## config.mk

```make
export PLATFORM = sky130hd
export DESIGN_NAME = int_div_arb
export DESIGN_NICKNAME = d
export VERILOG_FILES = /design/src/rtl/int_div_arb.sv
export SDC_FILE = /design/constraint.sdc
export NUM_CORES = 1
export LEC_CHECK = 0
export CORE_AREA = 8 8 166 168
export DETAILED_ROUTE_END_ITERATION = 7
export DIE_AREA = 0 0 174 176
export DONT_BUFFER_PORTS = 1
export GPL_ROUTABILITY_DRIVEN = 0
export SLEW_MARGIN = 20
export SYNTH_ARGS = -nofsm -noshare
export SYNTH_HDL_FRONTEND = slang
export SYNTH_SLANG_ARGS = --single-unit
```

## constraint.sdc

```tcl
create_clock -name clk_i -period 5 [get_ports clk_i]
set_input_delay 0.5 -clock clk_i [delete_from_list [all_inputs] [get_ports clk_i]]
set_output_delay 0.5 -clock clk_i [all_outputs]
set_load 0.01 [all_outputs]
```

## src/rtl/int_div_arb.sv

```systemverilog
// Round-robin front end that shares one iterative unsigned divider among NREQ requesters,
// adding signed fix-up, divide-by-zero/overflow bypass and a held valid/ready response port.
module int_div_arb #(
    parameter  int WIDTH = 32,
    parameter  int NREQ  = 4,
    localparam int IDW   = $clog2(NREQ)
) (
    input  logic                    clk_i,
    input  logic                    reset_i,
    input  logic [NREQ-1:0]         req_valid_i,
    output logic [NREQ-1:0]         req_ready_o,
    input  logic [2*NREQ-1:0]       req_op_i,
    input  logic [WIDTH*NREQ-1:0]   req_a_i,
    input  logic [WIDTH*NREQ-1:0]   req_b_i,
    input  logic                    flush_i,
    output logic                    rsp_valid_o,
    input  logic                    rsp_ready_i,
    output logic [IDW-1:0]          rsp_id_o,
    output logic [WIDTH-1:0]        rsp_data_o,
    output logic                    div_start_o,
    output logic [WIDTH-1:0]        div_n_o,
    output logic [WIDTH-1:0]        div_d_o,
    input  logic [WIDTH-1:0]        div_q_i,
    input  logic [WIDTH-1:0]        div_r_i,
    input  logic                    div_valid_i,
    output logic [2:0]              dbg_state_o
);

    // Handshakes: a request transfers in the cycle req_valid_i[k] and req_ready_o[k] are both
    // high; a response transfers in the cycle rsp_valid_o and rsp_ready_i are both high, and
    // rsp_valid_o/rsp_id_o/rsp_data_o hold steady until then (or until flush_i drops them).
    typedef enum logic [2:0] {
        S_IDLE  = 3'd0,
        S_ISSUE = 3'd1,
        S_WAIT  = 3'd2,
        S_DRAIN = 3'd3,
        S_RESP  = 3'd4
    } state_t;

    localparam logic [WIDTH-1:0] MIN_VAL = {1'b1, {(WIDTH-1){1'b0}}};

    state_t           r_state;
    logic [IDW-1:0]   r_rr;
    logic [IDW-1:0]   r_id;
    logic             r_rem;
    logic             r_neg_q;
    logic             r_neg_r;
    logic             r_div_start;
    logic [WIDTH-1:0] r_div_n;
    logic [WIDTH-1:0] r_div_d;
    logic             r_rsp_valid;
    logic [WIDTH-1:0] r_rsp_data;

    logic             w_any;
    logic [IDW-1:0]   w_grant;
    logic [IDW:0]     w_idx_ext;
    logic [1:0]       w_sel_op;
    logic [WIDTH-1:0] w_sel_a;
    logic [WIDTH-1:0] w_sel_b;
    logic             w_sgn;
    logic             w_b_zero;
    logic             w_ovf;
    logic [WIDTH-1:0] w_spec_data;
    logic [WIDTH-1:0] w_abs_a;
    logic [WIDTH-1:0] w_abs_b;
    logic [WIDTH-1:0] w_q_fix;
    logic [WIDTH-1:0] w_r_fix;
    logic [IDW-1:0]   w_rr_next;

    // Scan from the highest offset down so the first valid at or after r_rr wins.
    always_comb begin
        w_any     = 1'b0;
        w_grant   = '0;
        w_idx_ext = '0;
        for (int i = NREQ - 1; i >= 0; i--) begin
            w_idx_ext = {1'b0, r_rr} + (IDW+1)'(i);
            if (w_idx_ext >= (IDW+1)'(NREQ)) begin
                w_idx_ext = w_idx_ext - (IDW+1)'(NREQ);
            end
            if (req_valid_i[w_idx_ext[IDW-1:0]]) begin
                w_any   = 1'b1;
                w_grant = w_idx_ext[IDW-1:0];
            end
        end
    end

    always_comb begin
        req_ready_o = '0;
        if (r_state == S_IDLE && w_any) begin
            req_ready_o[w_grant] = 1'b1;
        end
    end

    assign w_sel_op = req_op_i[w_grant*2 +: 2];
    assign w_sel_a  = req_a_i[w_grant*WIDTH +: WIDTH];
    assign w_sel_b  = req_b_i[w_grant*WIDTH +: WIDTH];
    assign w_sgn    = w_sel_op[0];
    assign w_b_zero = (w_sel_b == '0);
    assign w_ovf    = w_sgn && (w_sel_a == MIN_VAL) && (w_sel_b == '1);

    always_comb begin
        w_spec_data = '0;
        if (w_b_zero) begin
            w_spec_data = w_sel_op[1] ? w_sel_a : '1;
        end else if (w_ovf) begin
            w_spec_data = w_sel_op[1] ? '0 : MIN_VAL;
        end
    end

    // Negating MIN wraps back to MIN, which is exactly its magnitude read as unsigned.
    assign w_abs_a = (w_sgn && w_sel_a[WIDTH-1]) ? -w_sel_a : w_sel_a;
    assign w_abs_b = (w_sgn && w_sel_b[WIDTH-1]) ? -w_sel_b : w_sel_b;
    assign w_q_fix = r_neg_q ? -div_q_i : div_q_i;
    assign w_r_fix = r_neg_r ? -div_r_i : div_r_i;
    assign w_rr_next = (r_id == IDW'(NREQ - 1)) ? '0 : r_id + 1'b1;

    always_ff @(posedge clk_i or negedge reset_i) begin
        if (!reset_i) begin
            r_state     <= S_IDLE;
            r_rr        <= '0;
            r_id        <= '0;
            r_rem       <= 1'b0;
            r_neg_q     <= 1'b0;
            r_neg_r     <= 1'b0;
            r_div_start <= 1'b0;
            r_div_n     <= '0;
            r_div_d     <= '0;
            r_rsp_valid <= 1'b0;
            r_rsp_data  <= '0;
        end else begin
            case (r_state)
                S_IDLE: begin
                    if (w_any) begin
                        r_id    <= w_grant;
                        r_rem   <= w_sel_op[1];
                        r_neg_q <= w_sgn && (w_sel_a[WIDTH-1] ^ w_sel_b[WIDTH-1]);
                        r_neg_r <= w_sgn && w_sel_a[WIDTH-1];
                        if (w_b_zero || w_ovf) begin
                            r_rsp_data  <= w_spec_data;
                            r_rsp_valid <= 1'b1;
                            r_state     <= S_RESP;
                        end else begin
                            r_div_n     <= w_abs_a;
                            r_div_d     <= w_abs_b;
                            r_div_start <= 1'b1;
                            r_state     <= S_ISSUE;
                        end
                    end
                end
                S_ISSUE: begin
                    r_div_start <= 1'b0;
                    r_state     <= flush_i ? S_DRAIN : S_WAIT;
                end
                S_WAIT: begin
                    if (flush_i) begin
                        r_state <= div_valid_i ? S_IDLE : S_DRAIN;
                    end else if (div_valid_i) begin
                        r_rsp_data  <= r_rem ? w_r_fix : w_q_fix;
                        r_rsp_valid <= 1'b1;
                        r_state     <= S_RESP;
                    end
                end
                S_DRAIN: begin
                    if (div_valid_i) begin
                        r_state <= S_IDLE;
                    end
                end
                S_RESP: begin
                    if (flush_i) begin
                        r_rsp_valid <= 1'b0;
                        r_state     <= S_IDLE;
                    end else if (rsp_ready_i) begin
                        r_rsp_valid <= 1'b0;
                        r_rr        <= w_rr_next;
                        r_state     <= S_IDLE;
                    end
                end
                default: r_state <= S_IDLE;
            endcase
        end
    end

    assign rsp_valid_o = r_rsp_valid;
    assign rsp_id_o    = r_id;
    assign rsp_data_o  = r_rsp_data;
    assign div_start_o = r_div_start;
    assign div_n_o     = r_div_n;
    assign div_d_o     = r_div_d;
    assign dbg_state_o = r_state;

endmodule

```

==> qor.csv, run 1 <==
metric;value;unit
status;completed;
area leader, netlist;dfrtp_1;
endpoint class of the critical path;register;
RSZ-0062 raised after global routing;false;
wire per inst;28.4;µm
final setup fails;0;
final WL;44.7;mm
CTS tree;built;
asr flop ratio synth;100;%
vias in the first global route;9905;
setup_tns;0;ns
die area;30600;µm²
ratio of cells with drive above 1 in the final layout;15.3;%
Max FO, Critical Path;104;
worst slack, placed;0.00273;ns
total congestion overflow;0;
Final period util;95.1;%
DRT Pass-1 Iters;6;
relative slew slack;30.7;%
clk sinks;108;
Startpoint Class;register;
EDFF count, synth;0;
io pins;444;
sequential element share of the synthesized area;25.5;%
initial antenna violation count;8;
met3 wire len;4.17;mm
hpwl dp;35.8;mm
Vias/cell;6.33;
Initial Util;42.7;%
Slew Viols, Final;0;
initial drt markers;936;
Syn Inst Count;1295;
IO Port Bufs;0;
Max Root-Sink Buffers;2;
leakage;4.56;nW
Arr. time, crit path;5.00;ns
Worst Setup Slack, final;0.246;ns
Syn Nets;1638;
vias post-DR;9976;
Met2 Routed Length;21.9;mm
Worst-path clk slew;0.08;ns
synth unique cells;63;
Root Buffer;clkbuf_16;
Syn Std Cell Area;10600;µm²
kind of critical path;reg -> reg;
top_reg_cell synth;dfrtp_1;
largest net degree at the start of global routing;109;
htree depth;3;
number of synthesized register bits;108;
global-route wire length before repair;65.0;mm
main area contributors after synthesis;dfrtp_1, a211oi_1, mux2_4;
Final min period;4.75;ns
Worst EP required;5.24;ns
power density cells;696;nW/µm²
Synth top area share;25.5;%
Max-cap violations;0;
fin nets;1577;
DRC errors left;0;
area grow syn2layout;5.97;%
hold crit path type;in -> async;
DRT met1 WL;17.7;mm
Tot GR Track Use;27.5;%
Site Rows;58;
ANT nets after route;0;
maximum clock rate;210;MHz
Synth warnings;0;
top layer in use;met5;
CORE AREA;24800;µm²
Hold Vio Cnt, Final;0;
VDD IR max;272;µV
die height;176;µm
Worst Max-Slew Pin Slew;1.04;ns
Pwr Total;7.81;mW
Clock Latency Late Sink;0.35;ns
Die W;174;µm
CTS Buf Count;9;
Worst Skew;0.0130;ns
synthesized area per cell;8.18;µm²
-- through the flow --
step	hold slack (ns)	cell area, µm²	instances	utilization [%]
global placement	0.207	10900	1552	43.8
finish	0.0864	11200	1575	45.2
floorplan	0.204	10600	1295	-
detailed placement	0.208	10900	1552	43.8
CTS	0.110	11200	1569	45.1
global route	0.121	11200	1571	45.2
-- metal layers --
metal  GRT usage, %  up-vias
met4           6.06        4
met1           33.0     4832
met2           47.8      456
met3           8.57       51
li1               -     4633
met5              0        -
-- cell type report --
class	count	area, µm²
timing repair buffer	31	315
multi-input combinational	1036	7290
clock buffer	10	239
clock inverter	6	67.6
sequential	108	2700
inverter	48	180
antenna	6	15.0
fill	2521	13600
tap	330	413
-- where the power goes --
group          total (mW)  switching (mW)  internal (mW)
Clock               0.756           0.388          0.368
Combinational        4.92            2.70           2.22
Sequential           2.13           0.813           1.32
Total                7.81            3.90           3.91
-- placed cells by master (no fill, tap or decap), types with 19 or more instances in the layout --
cell      netlist  final
xor2_1         35     35
o31ai_1        19     19
or2_2          30     30
mux2i_1        37     37
xnor2_1        84     84
nor2_1         68     67
mux2_4         50     50
nand3_1        45     44
o21ai_0        49     49
nor3_1         21     20
a31o_2         27     27
nand2_1       146    145
inv_1          48     48
dfrtp_1       108    107
a31oi_1        48     47
buf_4           7     25
a211oi_1      109    108
a21oi_1        22     22
and3_1         93     92
-- cells by family after synthesis --
logic type / after synthesis / share of synthesized area (%)
simple gates: 479 / 23.1
compound gates: 329 / 22.1
buf+inv: 151 / 6.37
xor+xnor: 119 / 9.84
flops: 108 / 25.5
mux: 103 / 12.3
fa+ha+maj: 6 / 0.709
-- cell usage after synthesis, types with 22 or more instances --
master,instances
a211oi_1,109
a21oi_1,22
a31o_2,27
a31oi_1,48
and3_1,93
buf_2,23
clkbuf_1,60
dfrtp_1,108
inv_1,48
mux2_4,50
mux2i_1,37
nand2_1,146
nand3_1,45
nor2_1,68
o21ai_0,49
or2_2,30
xnor2_1,84
xor2_1,35
-- flip-flops by register name (all words and copies together) (netlist names) --
signal and count:
dbg_state_o 3, div_d_o 32, div_n_o 32, div_start_o 1, r_neg_q 1, r_neg_r 1
r_rem 1, r_rr 2, rsp_data_o 32, rsp_id_o 2, rsp_valid_o 1
-- critical path, stage by stage (launching register included) --
cell and delay [ns]:
dfrtp_1 0.44, nor2b_1 0.33, o21bai_4 0.13, buf_12 0.23, and3_1 0.27, a211oi_1 0.36, or2_2 0.23, ha_1 0.19
nand2_1 0.06, o22a_1 0.25, and4b_1 0.44, nand4bb_1 0.28, nor4_4 0.50, nor3_2 0.08, buf_4 0.33, mux2_4 0.39
-- worst paths after layout --
kind	from	end	slack, ns	cells after the start
min in group clk_i	div_valid_i	dbg_state_o[1]	0.23	1
max in group asynchronous	reset_i	r_rem	4.44	1
min reg2reg	rsp_data_o[28]	rsp_data_o[28]	0.58	2
max reg2reg	r_rr[0]	div_d_o[29]	0.25	15
min	reset_i	div_n_o[2]	0.09	1
max	r_rr[0]	div_d_o[29]	0.25	15
-- repair_timing --
action / CTS / global route
buffers inserted: 0 / 0
hold buffers: 1 / 0
endpoints found under the hold margin: 108 / 0
gates resized for setup: 0 / 1
setup endpoints to repair: 0 / 57
Note: power is estimated with default switching activity, not from simulation.
==> run 2, diff against run 1 <==
--- a/config.mk
+++ b/config.mk
@@ -10,6 +10,7 @@
 export DIE_AREA = 0 0 174 176
 export DONT_BUFFER_PORTS = 1
 export GPL_ROUTABILITY_DRIVEN = 0
+export GPL_TIMING_DRIVEN = 0
 export SLEW_MARGIN = 20
 export SYNTH_ARGS = -nofsm -noshare
 export SYNTH_HDL_FRONTEND = slang
==> qor.csv, run 2 (synthesis gave the netlist of run 1 again) <==
metric;value;unit
Worst EP required;5.28;ns
Slew Viols, Final;0;
largest net degree at the start of global routing;109;
Max Root-Sink Buffers;2;
endpoint class of the critical path;register;
Clock Latency Late Sink;0.36;ns
ratio of cells with drive above 1 in the final layout;15.0;%
VDD IR max;325;µV
Psw;4.20;mW
CORE AREA;24800;µm²
final setup fails;0;
leakage;4.66;nW
Final period util;96.3;%
status;completed;
Final min period;4.82;ns
Arr. time, crit path;5.10;ns
relative slew slack;39.2;%
power density cells;711;nW/µm²
clk sinks;108;
Logic pwr share;66.4;%
most frequent cells in the layout;nand2_1, a211oi_1, dfrtp_1, and3_1, xnor2_1;
Startpoint Class;register;
maximum clock rate;208;MHz
Initial Util;42.7;%
Worst Setup Slack, final;0.183;ns
DRT Pass-1 Iters;5;
switching share of power;51.7;%
htree depth;3;
vias post-DR;10500;
final WL;50.7;mm
die height;176;µm
IO Port Bufs;0;
DRC errors left;0;
Min Hold Slack;0.0645;ns
commonest non-fill, non-tap cell in the layout;nand2_1;
Die W;174;µm
initial antenna violation count;9;
Root Buffer;clkbuf_16;
CTS tree;built;
power share of the clock group;8.9;%
area grow syn2layout;7.94;%
global-route wire length before repair;71.4;mm
io pins;444;
fin nets;1650;
Max-cap violations;0;
Worst Skew;0.0160;ns
Max FO, Critical Path;10;
hold crit path type;in -> async;
vias in the first global route;10600;
Reg power frac;24.6;%
internal power;3.93;mW
ANT nets after route;0;
Hold Vio Cnt, Final;0;
Worst-path clk slew;0.09;ns
worst slack, placed;-1.38;ns
wire per inst;30.7;µm
total congestion overflow;0;
CTS Buf Count;9;
Vias/cell;6.38;
Worst Max-Slew Pin Slew;0.912;ns
die area;30600;µm²
hpwl dp;42.0;mm
kind of critical path;reg -> reg;
Tot GR Track Use;31.3;%
initial drt markers;859;
Site Rows;58;
## run 2: final timing paths
path,start,endpoint,slack (ns),depth (start not counted)
worst max-delay path,r_rr[0],rsp_data_o[30],0.18,19
worst min-delay path,reset_i,dbg_state_o[1],0.06,1
worst max register to register,r_rr[0],rsp_data_o[30],0.18,19
worst min register to register,r_rr[0],r_rr[0],0.58,2
max in group asynchronous,reset_i,div_d_o[3],4.46,1
min in group clk_i,div_valid_i,dbg_state_o[1],0.22,1
## run 2: what timing repair did
| item | 4_1_cts | 5_1_grt |
|---|---|---|
| hold buffers | 1 | 0 |
| gates cloned | 0 | 0 |
| pin swaps | 2 | 1 |
| resized for setup | 8 | 10 |
| endpoints found under the setup margin | 100 | 89 |
| hold endpoints to repair | 108 | 0 |
| setup buffers | 3 | 1 |
## run 2: area by class of cell
type                    count  area (µm²)
fillers                  2565       13400
multi-input cells        1036        7280
flip-flops and latches    108        2700
plain buffers              99         488
well taps                 330         413
clock buffers               9         225
inverters                  48         180
clock inverters             6        61.3
repair buffers              5        57.6
diodes                      9        22.5
## run 2: power groups by stage
stage | clock network (mW) | logic (mW) | registers (mW)
after detailed placement | 0 | 5.27 | 2.01
after CTS | 0.738 | 5.32 | 2.00
after floorplan | 0 | 3.96 | 1.75
after global routing | 0.774 | 5.79 | 2.05
after global placement | 0 | 5.21 | 2.01
final | 0.726 | 5.40 | 2.00
## run 2: layer usage
layer / vias up / GRT usage, % / routed length [µm]
met5: - / 0 / 23
met3: 95 / 10.9 / 5300
li1: 4775 / - / -
met1: 5056 / 34.7 / 18600
met2: 589 / 53.3 / 24700
met4: 4 / 15.4 / 2190
## run 2: critical path, cell delays in order (launching register included)
cell and delay (ns):
dfrtp_1 0.43, nor2b_1 0.29, o21bai_2 0.15, nand3_4 0.17, buf_4 0.28, clkbuf_4 0.27, buf_2 0.26, buf_4 0.27
a31o_2 0.25, ha_1 0.18, inv_1 0.06, a221oi_4 0.31, nand4_4 0.20, nor4_4 0.36, and2_1 0.18, buf_2 0.20
o31a_1 0.15, buf_2 0.19, buf_4 0.27, mux2i_1 0.23
## run 2: through the flow
stage	area, µm²	TNS [ns]	power (mW)	instances	utilization, %
final	11400	0	8.13	1650	46.1
after global routing	11400	-0.0248	8.61	1648	46.0
after CTS	11400	0	8.06	1641	45.8
after detailed placement	11000	-130.52	7.28	1625	44.3
after global placement	11000	-126.67	7.23	1625	44.3
after floorplan	10600	0	5.71	1295	-
